**src/rtl/calc_pkg.sv**
```systemverilog
// Shared types and constants for the calculator BCD display path.
// Holds the digit type, converter FSM states and the leading-zero helper.
package calc_pkg;

  localparam int NUM_DIGITS = 8;
  localparam int BCD_W = 4 * NUM_DIGITS;
  localparam int unsigned MAX_VAL = 99999999;

  typedef logic [3:0] bcd_t;

  typedef enum logic [1:0] {
    IDLE   = 2'd0,
    SHIFT  = 2'd1,
    FINISH = 2'd2
  } state_t;

  // Bit i set when digit i and every digit above it are zero; digit 0 is never blanked.
  function automatic logic [NUM_DIGITS-1:0] lead_zero_mask(input logic [BCD_W-1:0] bcd);
    logic [NUM_DIGITS-1:0] mask;
    logic seen;
    mask = '0;
    seen = 1'b0;
    for (int i = NUM_DIGITS - 1; i >= 1; i--) begin
      if (bcd[4*i +: 4] != 4'd0) seen = 1'b1;
      mask[i] = !seen;
    end
    return mask;
  endfunction

endpackage

```
**src/rtl/bcd_add3.sv**
```systemverilog
// Double-dabble nibble correction: adds 3 to any digit of 5 or more before the shift.
// Purely combinational, zero latency, no flow control.
module bcd_add3
  import calc_pkg::*;
(
  input  bcd_t d,
  output bcd_t q
);

  always_comb begin
    q = d;
    if (d >= 4'd5) q = d + 4'd3;
  end

endmodule

```
**src/rtl/bin2bcd_seq.sv**
```systemverilog
// Sequential binary-to-BCD converter (shift-and-add-3); result valid WIDTH+1 edges after start.
// start is taken only in IDLE (ignored while busy); optional blank output under BIN2BCD_BLANK_EN.
module bin2bcd_seq
  import calc_pkg::*;
#(
  parameter int WIDTH = 27
) (
  input  logic             clk,
  input  logic             rst,
  input  logic             start,
  input  logic [WIDTH-1:0] bin,
  output logic             busy,
  output logic             done,
  output logic             ovf,
  output bcd_t             num0,
  output bcd_t             num1,
  output bcd_t             num2,
  output bcd_t             num3,
  output bcd_t             num4,
  output bcd_t             num5,
  output bcd_t             num6,
  output bcd_t             num7
`ifdef BIN2BCD_BLANK_EN
  ,
  output logic [7:0]       blank
`endif
);

  localparam int CNT_W = $clog2(WIDTH + 1);
  localparam int SR_W  = BCD_W + WIDTH;
  localparam logic [WIDTH-1:0] MAX_W = WIDTH'(MAX_VAL);

  state_t state, state_nx;

  logic [SR_W-1:0]  sr, sr_nx;
  logic [CNT_W-1:0] cnt, cnt_nx;
  logic             ovf_pend, ovf_pend_nx;
  logic             busy_nx, done_nx, ovf_nx;
  logic [BCD_W-1:0] num_q, num_nx;
  logic [BCD_W-1:0] bcd_adj;
  logic [SR_W-1:0]  sr_shifted;

`ifdef BIN2BCD_BLANK_EN
  logic [7:0] blank_q, blank_nx;
`endif

  // Eight parallel digit corrections on the BCD field, then one left shift of the whole register.
  for (genvar g = 0; g < NUM_DIGITS; g++) begin : g_add3
    bcd_add3 u_add3 (
      .d (sr[WIDTH + 4*g +: 4]),
      .q (bcd_adj[4*g +: 4])
    );
  end

  assign sr_shifted = {bcd_adj[BCD_W-2:0], sr[WIDTH-1:0], 1'b0};

  always_comb begin
    state_nx    = state;
    sr_nx       = sr;
    cnt_nx      = cnt;
    ovf_pend_nx = ovf_pend;
    busy_nx     = busy;
    done_nx     = 1'b0;
    ovf_nx      = ovf;
    num_nx      = num_q;
`ifdef BIN2BCD_BLANK_EN
    blank_nx    = blank_q;
`endif

    case (state)
      IDLE: begin
        if (start) begin
          sr_nx       = {{BCD_W{1'b0}}, bin};
          cnt_nx      = CNT_W'(WIDTH);
          ovf_pend_nx = (bin > MAX_W);
          busy_nx     = 1'b1;
          state_nx    = SHIFT;
        end
      end
      SHIFT: begin
        sr_nx  = sr_shifted;
        cnt_nx = cnt - 1'b1;
        if (cnt == CNT_W'(1)) state_nx = FINISH;
      end
      FINISH: begin
        // Out-of-range values show as all nines; the digit field may hold garbage then.
        num_nx   = ovf_pend ? {NUM_DIGITS{4'h9}} : sr[SR_W-1 -: BCD_W];
        ovf_nx   = ovf_pend;
        done_nx  = 1'b1;
        busy_nx  = 1'b0;
        state_nx = IDLE;
`ifdef BIN2BCD_BLANK_EN
        blank_nx = ovf_pend ? 8'h00 : lead_zero_mask(sr[SR_W-1 -: BCD_W]);
`endif
      end
      default: begin
        state_nx = IDLE;
        busy_nx  = 1'b0;
      end
    endcase
  end

  always_ff @(posedge clk) begin
    if (rst) begin
      state    <= IDLE;
      sr       <= '0;
      cnt      <= '0;
      ovf_pend <= 1'b0;
      busy     <= 1'b0;
      done     <= 1'b0;
      ovf      <= 1'b0;
      num_q    <= '0;
`ifdef BIN2BCD_BLANK_EN
      blank_q  <= '0;
`endif
    end else begin
      state    <= state_nx;
      sr       <= sr_nx;
      cnt      <= cnt_nx;
      ovf_pend <= ovf_pend_nx;
      busy     <= busy_nx;
      done     <= done_nx;
      ovf      <= ovf_nx;
      num_q    <= num_nx;
`ifdef BIN2BCD_BLANK_EN
      blank_q  <= blank_nx;
`endif
    end
  end

  assign num0 = num_q[3:0];
  assign num1 = num_q[7:4];
  assign num2 = num_q[11:8];
  assign num3 = num_q[15:12];
  assign num4 = num_q[19:16];
  assign num5 = num_q[23:20];
  assign num6 = num_q[27:24];
  assign num7 = num_q[31:28];

`ifdef BIN2BCD_BLANK_EN
  assign blank = blank_q;
`endif

endmodule
```
**config.mk**
```make
export PLATFORM = sky130hd
export DESIGN_NAME = bin2bcd_seq
export DESIGN_NICKNAME = d
export VERILOG_FILES = /design/src/rtl/calc_pkg.sv /design/src/rtl/bcd_add3.sv /design/src/rtl/bin2bcd_seq.sv
export SDC_FILE = /design/constraint.sdc
export NUM_CORES = 1
export LEC_CHECK = 0
export ABC_AREA = 1
export BUFFER_PORTS_ARGS = -buffer_cell sky130_fd_sc_hd__buf_4
export CORE_MARGIN = 3
export CORE_UTILIZATION = 57
export CTS_CLUSTER_DIAMETER = 40
export DETAILED_ROUTE_END_ITERATION = 10
export PLACE_DENSITY = 0.88
export SYNTH_ARGS = -nofsm -noshare
export SYNTH_HDL_FRONTEND = slang
export SYNTH_SLANG_ARGS = --single-unit
```
**constraint.sdc**
```tcl
create_clock -name clk -period 1.8 [get_ports clk]
set_input_delay 0.18 -clock clk [delete_from_list [all_inputs] [get_ports clk]]
set_output_delay 0.18 -clock clk [all_outputs]
set_load 0.005 [all_outputs]
```
==> results.json <==
{
  "path_clk_slew_ns": 0.09,
  "path_max_fanout": 5,
  "synth_nets": 699,
  "floorplan.initialDensity_pct": 60.0,
  "pin_count": 65,
  "min_from": "bin[0]",
  "rsz0062_at_grt": "no",
  "drtAntennaViolNets": 0,
  "hold_end": "sr[0]",
  "io_buffers": 64,
  "synth_area_sq_mm": 0.00476,
  "max-cap-violations": 0,
  "grt.busiest_layer": "met2",
  "cp_cell_sequence": "inv_1, ha_1, or2_2, nand3_1, a21oi_1, o21ai_0, a21oi_1",
  "min_period_ns": 1.65,
  "yosys_warnings": 0,
  "crit_path_start_kind": "flop",
  "grt_max_degree": 62,
  "slew_headroom_pct": 64.4,
  "tightest_slew_ns": 0.533,
  "irDropWorstVdd_v": 0.000410,
  "clock_latency_ns": 0.36,
  "reg2reg_from": "sr[28]",
  "die_w_um": 97.4,
  "dpl.hpwl_um": 7900,
  "finalNetCount": 751,
  "arrival_ns": 1.89,
  "grt_pass1_wl_um": 18900,
  "synth_top_area_share_pct": 42.9,
  "hold_depth": 3,
  "vias": 4562,
  "dieArea_sq_mm": 0.00948,
  "syn_avg_cell_area_sq_um": 7.31,
  "synth-seq-area-share_pct": 42.9,
  "drc": 0,
  "wl_per_cell_um": 14.1,
  "syn-instance-count": 651,
  "finalMaxSlewViolations": 0,
  "crit_type": "reg -> reg",
  "vias_per_cell": 5.63,
  "ys_seq_elements": 102,
  "utilization_pct": 69.2,
  "synth_area_leaders": "dfxtp_1 43%, nand2_1 13%, a21oi_1 7.9%",
  "ys_types": 28,
  "grt_antenna_before_repair": 0,
  "die_h_um": 97.4,
  "cpMostUsedCell": "a21oi_1",
  "place.gp.congestion": 0.842,
  "hold_violations": 0,
  "status": "finished, final reports clean",
  "clkSinkCount": 102,
  "areaGrowthSynthToFinish_pct": 15.2,
  "reg2reg_to": "sr[29]",
  "h-tree-depth": 3,
  "setup_tns_ns": 0,
  "regToRegSetupSlack_ns": 0.15,
  "use_met2_pct": 42.4,
  "cts_tree": "yes",
  "setup_viol_count_final": 0,
  "fp-row-count": 32,
  "dr.pass1.iters": 6,
  "num_antenna_cells": 0,
  "finalClockSkew_ns": 0.00924,
  "rr_worst_depth": 7,
  "grt_pass1_vias": 4360,
  "grt_usage_pct": 23.7,
  "cts_hold_buf": 0,
  "core_sq_mm": 0.00793,
  "grt-ovfl-total": 0,
  "power.density_mw_per_mm2": 788,
  "numCtsBuffers": 9,
  "cp-end-kind": "flop",
  "routed_wl_um": 11400,
  "clockBufferDepth": 2,
  "use_met3_pct": 4.81,
  "crit_required_ns": 2.05,
  "layout-drive-gt1-share_pct": 15.0,
  "slowest_stage": "dfxtp_1",
  "min_period_over_period_pct": 91.4,
  "use_met1_pct": 28.3,
  "drtIter0Drc": 346,
  "yosysTopAreaCell": "dfxtp_1",
  "p_leak_nw": 2.21,
  "max_stage_delay_ns": 0.44,
  "fmax_mhz": 608,
  "hold_path_class": "in -> reg",
  "root_buffer": "clkbuf_8"
}
==> cell families after synthesis <==
kind of cell    Yosys count  synth area share, %
simple gates            285                 25.6
compound gates          153                 17.6
flops                   102                 42.9
buf+inv                  86                 7.83
fa+ha+maj                18                 4.73
xor+xnor                  7                 1.29
==> how the worst max path moves through the flow <==
stage	start	endpoint	slack, ns	depth (start not counted)
CTS	sr[27]	sr[29]	0.13	7
global route	state[1]	cnt[3]	0.05	6
floorplan	sr[31]	sr[33]	0.42	7
detailed placement	sr[27]	sr[29]	0.18	7
finish	sr[28]	sr[29]	0.15	7
global placement	sr[51]	sr[53]	0.29	7
==> cell type report <==
cell class                      instances  area, sq um
Timing Repair Buffer                   74          581
Sequential cell                       102         2040
Inverter                               53          199
Multi-Input combinational cell        463         2340
Clock buffer                           11          131
Clock inverter                          5         58.8
Fill cell                             657         2440
Tap cell                              102          128
==> what timing repair did <==
item	4_1_cts	5_1_grt
buffers inserted	0	0
gates resized for setup	0	1
endpoints found under the setup margin	0	1
==> registers in the layout, indices dropped and copies added (netlist names) <==
name / cells
sr: 59
num_q: 32
cnt: 5
state: 2
busy: 1
done: 1
ovf: 1
ovf_pend: 1
==> worst max-delay path, delay by kind of cell, from the launching register on <==
family	cells	cell delay, ns
compound gates	3	0.31
fa+ha+maj	1	0.20
buf+inv	1	0.10
flops	1	0.44
simple gates	2	0.50
==> cells in the mapped netlist (all sizes together) <==
library cell,instances
o21ai,48
a31oi,8
nor4,1
a22oi,17
nor3,5
or2,7
a211oi,3
nand3b,1
a21boi,1
buf,24
a221oi,1
a21oi,75
clkbuf,9
ha,18
xor2,7
inv,53
nand4,9
dfxtp,102
nor2,51
nand3,43
nand2,168
==> power breakdown <==
| group | internal, W | total, W | switching, W |
|---|---|---|---|
| registers | 0.00233 | 0.00238 | 0.0000453 |
| clock network | 0.000647 | 0.00141 | 0.000762 |
| logic | 0.000191 | 0.000535 | 0.000344 |
==> per-layer routing <==
metal	vias to the layer above	wire length (um)
li1	2257	-
met1	2122	4760
met2	163	5800
met3	20	652
met4	0	196
met5	-	0
==> placed cells by master (no fill, tap or decap), drive strengths merged, types with 2 or more instances in the layout <==
cell type / instances
a211oi: 3
a21oi: 75
a22oi: 17
a31oi: 8
buf: 74
clkbuf: 11
clkinvlp: 2
dfxtp: 102
ha: 18
inv: 54
nand2: 168
nand3: 43
nand4: 9
nor2: 51
nor3: 5
o21ai: 48
or2: 7
xor2: 7
==> stage by stage <==
step | hold slack, ns | cell area [sq um] | setup slack (ns) | total power [W] | instances
6_report | 0.0841 | 5490 | 0.155 | 0.00432 | 810
5_1_grt | 0.0970 | 5490 | 0.0477 | 0.00450 | 810
4_1_cts | 0.0686 | 5480 | 0.131 | 0.00434 | 810
3_5_place_dp | 0.455 | 5290 | 0.184 | 0.00296 | 794
3_3_place_gp | 0.447 | 5290 | 0.294 | 0.00294 | 794
2_1_floorplan | 0.328 | 4760 | 0.423 | 0.00279 | 651
Note: power is estimated with default switching activity, not from simulation.
